--- src/rtl/lb_reg_bank.sv ---
// Localbus register bank: eight read/write config words, eight read-only status words,
// and a fixed-latency read-return pipeline with no stall.
module lb_reg_bank #(
   parameter int unsigned n_lat     = 8,
   parameter logic [23:0] base_addr = 24'h020000
) (
   input  logic         clk,
   input  logic         rst,
   input  logic [23:0]  addr,
   input  logic         control_strobe,
   input  logic         control_rd,
   input  logic [31:0]  data_out,
   output logic [31:0]  data_in,
   output logic         rd_valid,
   output logic [255:0] cfg_bus,
   input  logic [255:0] status_bus,
   output logic [7:0]   wr_pulse,
   output logic         stop_sim
);

   // The output register is the last of the n_lat stages.
   localparam int n_stg = int'(n_lat) - 1;

   logic [7:0][31:0]       cfg_q, cfg_d;
   logic [7:0]             wr_pulse_q, wr_pulse_d;
   logic [n_stg-1:0]       ld_q, ld_d;
   logic [n_stg-1:0]       vld_q, vld_d;
   logic [n_stg-1:0][31:0] dat_q, dat_d;
   logic [31:0]            data_in_q, data_in_d;
   logic                   rd_valid_q, rd_valid_d;

   logic [7:0][31:0]       status_s;
   logic                   hit_s;
   logic                   sel_s;
   logic [2:0]             idx_s;
   logic                   unused_addr3_s;

   assign status_s       = status_bus;
   assign hit_s          = control_strobe & (addr[23:5] == base_addr[23:5]);
   assign sel_s          = addr[4];
   assign idx_s          = addr[2:0];
   assign unused_addr3_s = addr[3];

   // Config write decode and the matching one-cycle write pulse
   always_comb begin
      cfg_d      = cfg_q;
      wr_pulse_d = 8'h00;
      if (hit_s && !control_rd && !sel_s) begin
         cfg_d[idx_s]      = data_out;
         wr_pulse_d[idx_s] = 1'b1;
      end else begin
         cfg_d      = cfg_q;
         wr_pulse_d = 8'h00;
      end
   end

   // Read pipeline; any read strobe reloads data_in on return, only hits flag rd_valid
   always_comb begin
      ld_d       = '0;
      vld_d      = '0;
      dat_d      = '0;
      ld_d[0]    = control_strobe & control_rd;
      vld_d[0]   = hit_s & control_rd;
      if (hit_s && control_rd) begin
         if (sel_s) begin
            dat_d[0] = status_s[idx_s];
         end else begin
            dat_d[0] = cfg_q[idx_s];
         end
      end else begin
         dat_d[0] = 32'h0000_0000;
      end
      for (int i = 1; i < n_stg; i++) begin
         ld_d[i]  = ld_q[i-1];
         vld_d[i] = vld_q[i-1];
         dat_d[i] = dat_q[i-1];
      end
      rd_valid_d = vld_q[n_stg-1];
      if (ld_q[n_stg-1]) begin
         data_in_d = dat_q[n_stg-1];
      end else begin
         data_in_d = data_in_q;
      end
   end

   // State registers with synchronous reset
   always_ff @(posedge clk) begin
      if (rst) begin
         cfg_q      <= '0;
         wr_pulse_q <= 8'h00;
         ld_q       <= '0;
         vld_q      <= '0;
         dat_q      <= '0;
         data_in_q  <= 32'h0000_0000;
         rd_valid_q <= 1'b0;
      end else begin
         cfg_q      <= cfg_d;
         wr_pulse_q <= wr_pulse_d;
         ld_q       <= ld_d;
         vld_q      <= vld_d;
         dat_q      <= dat_d;
         data_in_q  <= data_in_d;
         rd_valid_q <= rd_valid_d;
      end
   end

   assign cfg_bus  = cfg_q;
   assign wr_pulse = wr_pulse_q;
   assign data_in  = data_in_q;
   assign rd_valid = rd_valid_q;
   assign stop_sim = cfg_q[7][0];

endmodule

--- config.mk ---
export PLATFORM = sky130hd
export DESIGN_NAME = lb_reg_bank
export DESIGN_NICKNAME = d
export VERILOG_FILES = /design/src/rtl/lb_reg_bank.sv
export SDC_FILE = /design/constraint.sdc
export NUM_CORES = 1
export LEC_CHECK = 0
export ABC_AREA = 1
export CAP_MARGIN = 20
export CELL_PAD_IN_SITES_DETAIL_PLACEMENT = 0
export CELL_PAD_IN_SITES_GLOBAL_PLACEMENT = 1
export CORE_ASPECT_RATIO = 1.75
export CORE_UTILIZATION = 34
export CTS_CLUSTER_DIAMETER = 30
export DETAILED_ROUTE_END_ITERATION = 7
export PLACE_DENSITY = 0.83
export REMOVE_ABC_BUFFERS = 1
export SLEW_MARGIN = 20
export SYNTH_ARGS = -nofsm -noshare
export SYNTH_HDL_FRONTEND = slang
export SYNTH_SLANG_ARGS = --single-unit
export TNS_END_PERCENT = 1
--- constraint.sdc ---
create_clock -name clk -period 1.7 [get_ports clk]
set_input_delay 0.17 -clock clk [delete_from_list [all_inputs] [get_ports clk]]
set_output_delay 0.17 -clock clk [all_outputs]
set_load 0.01 [all_outputs]
==> impl_metrics.yaml, run 1 <==
outcome:
  status: "complete, no violations"
floorplanning:
  dieHeight_um: 345
  rows: 125
  die-area_um2: 68200
  start_util: 0.344
  core_area_um2: 66300
  io_pins: 614
  fp.dieW_um: 198
placed_design:
  dp_hpwl_um: 73100
  dpl-instance-area_um2: 31800
  place.gp.congestion: 0.911
  port_buffers: 612
  dp_cells: 4909
finish:
  drive_above_1_share: 0.109
  area_delta_synth_final_pct: 52.8
  ff_latch_area_um2: 10700
  multi_input_area_um2: 9880
  layout.cells.non_filler: 5103
  nets: 4437
  final_area_um2: 34900
  fillers: 6710
routing:
  antenna_left: 0
  num_vias: 24800
  dr.pass1.iters: 6
  wl_per_cell_um: 20.4
  first_iter_violations: 1729
  drc: 0
  finalWirelength_um: 104000
  vias_per_cell: 4.86
pwr:
  combPwrFrac: 0.075
  clockPowerShare: 0.565
  power.leakage_nw: 15.9
  p_sw_frac: 0.247
  power.switching_mw: 8.61
  pwr-share-seq: 0.360
  power.density_nw_per_um2: 1000
  p_int_mw: 26.3
  ir_drop_v: 0.000884
critical_path:
  r2r_setup_slack_ns: 0.49
  crit_buf_inv: 1
  cp_top_family: "buffers and inverters"
  arrival_ns: 1.49
  reg2reg_to: "dat_d[43]$_SDFF_PP0_"
  critPathSlowestCell: "clkdlybuf4s50_1"
  crit_type: "flip-flop to output port"
  worstPathMaxFanout: 2
  timing.rr.start: "cfg_bus[139]$_SDFFE_PP0P_"
  cp-end-kind: "output port"
  worstPathCellList: "clkdlybuf4s50_1"
  startpoint_type: "flip-flop"
  ff2ff_path_depth: 6
  cp-startpoint: "data_in[14]$_SDFFE_PP0P_"
  worstPathRequired_ns: 1.53
  cp_slowest_stage_delay_ns: 0.54
clocking:
  clkSinkCount: 535
  cts_buffers: 98
  cts_max_level: 3
  cts_root_buf: "clkbuf_16"
  insertion_delay_ns: 0.65
  clockBufferDepth: 3
  post_cts_buffers: 0
  cts_tree: "yes"
  clkTransAtPathRegs_ns: 0.05
grt:
  overflow: 0
  grt_max_degree: 89
  grt_first_pass_wirelength_um: 152000
  track_usage: 0.301
  antenna_found_initial: 7
  grt_pass1_vias: 23900
job:
  cap_violations: 0
sta:
  period_share: 0.977
  tns_ns: 0
  slew_headroom: 0.677
  fin_worst_skew_ns: 0.0226
  timing.final.setup_violations: 0
  max_freq_mhz: 602
  rsz0062_at_grt: "no"
  worst_pin_slew_ns: 0.485
  period_needed_ns: 1.66
  hold_viol: 0
  drv_slew: 0
hold_path:
  hold_class: "primary input to flip-flop"
  min_to: "wr_pulse[1]$_SDFF_PP0_"
  min_from: "addr[0]"
  hold_depth: 4
yosys:
  yosys.area_share.simple: 0.397
  synth.most_common_cell: "nor2_1"
  ys_ff_latch: 535
  synth_top_family_by_area: "simple AND/OR/NAND/NOR gates"
  yosysTopAreaCellShare: 0.469
  synth_cells: 3414
  netlist_area_um2: 22800
  synth_cell_types: 22
  synth_warnings: 0
  synth_compound_area_frac: 0.0340
  synth_area_leader_cell: "dfxtp_1"
  muxShareOfSynthArea: 0
  synth-edff-count: 0
  synthAdderAreaFrac: 0
  synthTopCellsByArea: "dfxtp_1 (47%), nor2_1 (16%), nand2_1 (14%)"
  avgSynthCellArea_um2: 6.69
  synth.top_cells.by_count: "nor2_1 (953), nand2_1 (855), dfxtp_1 (535)"
  synth_top_flop_cell: "dfxtp_1"
  synthXorXnorAreaFrac: 0
  ys_seq_area_frac: 0.469
  async_flop_share: 0
## state kept, by name, summed over array words and instances, names as in the netlist
signal	count
rd_valid	1
dat_d	192
vld_q	7
ld_q	7
data_in	32
cfg_bus	256
dat_q	32
wr_pulse	8
## final cells by class
| cell class | instances | share of cell area |
|---|---|---|
| multi-input cells | 2321 | 0.283 |
| clock buffers | 114 | 0.0735 |
| well taps | 889 | 0.0319 |
| flip-flops and latches | 535 | 0.308 |
| diodes | 8 | 0.000574 |
| clock inverters | 71 | 0.0230 |
| inverters | 320 | 0.0350 |
| repair buffers | 845 | 0.245 |
## tightest hold or removal path, delay by kind of cell
kind	cells	cell delay, ns
and+or+nand+nor	2	0.18
buffers and inverters	2	0.35
## power by group through the flow
| stage | sequential (mW) | clock, mW | combinational [mW] |
|---|---|---|---|
| after global placement | 12.8 | 0 | 2.60 |
| after floorplan | 12.8 | 0 | 0.794 |
| after detailed placement | 12.8 | 0 | 2.60 |
| final | 12.6 | 19.7 | 2.62 |
| after global routing | 12.6 | 20.6 | 2.78 |
| after CTS | 12.6 | 20.0 | 2.61 |
## logic make-up (layout without fill, tap and decap cells)
kind of cell,count (synthesis),after routing
AOI/OAI and AO/OA,147,147
other,0,8
buffers and inverters,558,1350
and+or+nand+nor,2174,2174
DFF,535,535
## worst max path at each step
| stage | end | slack [ns] | cells past startpoint |
|---|---|---|---|
| 3_5_place_dp | dat_d[61]$_SDFF_PP0_ | -0.58 | 12 |
| 6_report | data_in[14] | 0.04 | 1 |
| 4_1_cts | cfg_bus[28] | -0.1 | 1 |
| 3_3_place_gp | dat_d[38]$_SDFF_PP0_ | -0.56 | 13 |
| 5_1_grt | wr_pulse[4] | 0.002 | 1 |
| 2_1_floorplan | cfg_bus[0]$_SDFFE_PP0P_ | -8.11 | 5 |
## per-stage QoR
stage / setup slack (ns) / util / power (mW) / hold WS [ns]
floorplan: -8.11 / - / 13.6 / 0.241
global placement: -0.564 / 0.479 / 15.4 / 0.381
detailed placement: -0.584 / 0.479 / 15.4 / 0.392
CTS: -0.0989 / 0.525 / 35.2 / 0.104
global route: 0.00164 / 0.526 / 36.0 / 0.138
finish: 0.0390 / 0.526 / 34.9 / 0.133
## timing repair
action	in CTS	in global routing
setup endpoints to repair	288	14
endpoints found under the hold margin	16	0
hold buffers	1	0
gates resized for setup	307	12
cloned	0	0
## layout by cell type (no fill, tap or decap), types with 2 or more instances in the layout
master and instances:
a21oi_1 74, diode_2 8, nor2_1 951, nor3_1 28
a22oi_1 16, clkbuf_8 6, o21ai_0 56, buf_4 151
nand4_1 276, inv_1 307, nand3_2 3, nand3_1 39
clkbuf_16 98, nand2_1 853, dfxtp_1 514, inv_8 9
bufinv_16 10, clkinv_8 3, dlygate4sd2_1 287, clkbuf_1 11
buf_12 81, inv_2 2, nand3b_1 10, dfxtp_2 21
clkinvlp_4 12, clkinv_4 6, inv_6 16, buf_2 2
dlymetal6s2s_1 9, nand2_2 2, clkinv_2 23, inv_4 2
clkdlybuf4s50_1 312, nor2_4 10
## layer usage
layer  wire, µm  vias up  share of wire  track usage
li1           -    12100              -            -
met1      40700    11300           0.39        0.351
met2      49500     1099           0.48        0.507
met3       7680      264          0.074       0.0586
met4       5980        0          0.058        0.185
met5          0        -              0            0
Note: power is estimated with default switching activity, not from simulation.
==> run 2, diff against run 1 <==
- CORE_UTILIZATION: 34 -> 36
- PLACE_DENSITY: 0.83 -> 0.87
- clock period: 1.7 -> 2.1 ns (I/O delays scaled with it)
==> run 2 against run 1 <==
Effect of this change:
- cell area is 1.9% lower
- first-iteration DRC count is 12% higher
- setup slack better by 0.15 ns
- combinational power is 23% lower
- die area is 5.5% lower
- clock power is 24% lower
- global-route usage is 0.96 points higher
- wire length is 1.6% lower
==> impl_metrics.yaml, run 2 (synthesized netlist as in run 1, its figures left out) <==
outcome:
  status: "complete, no violations"
routing:
  finalWirelength_um: 102000
  wl_per_cell_um: 20.6
  drc: 0
  antenna_left: 0
  num_vias: 24700
  dr.pass1.iters: 8
  vias_per_cell: 5.00
  first_iter_violations: 1936
placed_design:
  port_buffers: 612
  dp_cells: 4783
  dp_slack_ns: -0.221
  dp_hpwl_um: 70500
  place.gp.congestion: 0.947
sta:
  rsz0062_at_grt: "no"
  period_share: 0.911
  timing.final.setup_violations: 0
  fin_ws_ns: 0.188
  period_needed_ns: 1.91
  worst_pin_slew_ns: 0.685
  hold_viol: 0
  tns_ns: 0
  slew_headroom: 0.543
  drv_slew: 0
  max_freq_mhz: 523
  fin_worst_skew_ns: 0.0242
pwr:
  power.density_nw_per_um2: 795
  power.leakage_nw: 13.9
  ir_drop_v: 0.000741
  power_mw: 27.2
critical_path:
  crit_buf_inv: 1
  timing.rr.start: "cfg_bus[75]$_SDFFE_PP0P_"
  cp-end-kind: "output port"
  worstPathRequired_ns: 1.89
  worstPathMaxFanout: 3
  cp_slowest_stage_delay_ns: 0.62
  startpoint_type: "flip-flop"
  worstPathCellList: "clkdlybuf4s50_1"
  cp-startpoint: "cfg_bus[200]$_SDFFE_PP0P_"
  cp_top_family: "buffers and inverters"
  arrival_ns: 1.70
  crit_type: "flip-flop to output port"
  critPathSlowestCell: "clkdlybuf4s50_1"
finish:
  final_cell_mix: "nor2_1 (951), nand2_1 (855), clkdlybuf4s50_1 (608), dfxtp_1 (535), inv_1 (308)"
  final_common_cell: "nor2_1"
  post-route-util: 0.549
  area_delta_synth_final_pct: 50.0
  drive_above_1_share: 0.0933
  nets: 4392
  layout.cells.non_filler: 4952
  largest_reg_flops: 256
clocking:
  clockBufferDepth: 3
  cts_root_buf: "clkbuf_16"
  clkSinkCount: 535
  post_cts_buffers: 0
  cts_buffers: 89
  cts_tree: "yes"
  clkTransAtPathRegs_ns: 0.05
  cts_max_level: 3
  insertion_delay_ns: 0.65
job:
  cap_violations: 0
floorplanning:
  start_util: 0.366
  core_area_um2: 62400
  fp.dieW_um: 192
  rows: 121
  io_pins: 614
  dieHeight_um: 335
  die-area_um2: 64500
grt:
  antenna_found_initial: 6
  overflow: 0
  track_usage: 0.311
  grt_max_degree: 116
  grt_pass1_vias: 23400
  grt_first_pass_wirelength_um: 148000
hold_path:
  min_from: "addr[4]"
  hold_class: "primary input to flip-flop"
==> run 2: worst min-delay path, delay by kind of cell <==
family | cells | cell delay [ns]
AND/OR/NAND/NOR | 3 | 0.20
buffers and inverters | 2 | 0.37
==> run 2: path summary, 6_finish.rpt <==
check	endpoint	slack (ns)	depth (start not counted)
setup / recovery	cfg_bus[200]	0.19	1
hold / removal	dat_d[39]$_SDFF_PP0_	0.18	5
setup reg to reg	dat_d[43]$_SDFF_PP0_	0.73	6
hold reg to reg	dat_d[159]$_SDFF_PP0_	0.38	2
==> run 2: metrics by stage <==
step	instance area, µm²	hold slack [ns]
6_report	34200	0.176
5_1_grt	34200	0.183
4_1_cts	34200	0.157
3_5_place_dp	31100	0.392
3_3_place_gp	31100	0.389
2_1_floorplan	21800	0.281
==> run 2: where the power goes <==
part,switching (mW),total [mW],internal (mW),leakage (nW)
Clock,5.62,15.0,9.42,1.50
Sequential,0.00116,10.2,10.2,4.31
Combinational,1.12,2.03,0.909,8.11
Total,6.74,27.2,20.5,13.9
==> run 2: routing by layer <==
layer,track usage,part of all wire,vias to the layer above
li1,-,-,12000
met1,0.371,0.39,11300
met2,0.520,0.48,1206
met3,0.0593,0.080,255
met4,0.168,0.055,2
met5,0,0.00013,-
==> run 2: layout make-up <==
| class | instances | area, µm² |
|---|---|---|
| well taps | 799 | 1000 |
| clock inverters | 62 | 684 |
| repair buffers | 809 | 8310 |
| flip-flops and latches | 535 | 10700 |
| inverters | 320 | 1220 |
| fillers | 6054 | 28100 |
| diodes | 3 | 7.51 |
| clock buffers | 103 | 2420 |
| multi-input cells | 2321 | 9870 |
==> run 2: what timing repair did <==
| item | 4_1_cts | 5_1_grt |
|---|---|---|
| endpoints found under the hold margin | 26 | 0 |
| resized for setup | 0 | 0 |
| hold buffers | 1 | 0 |
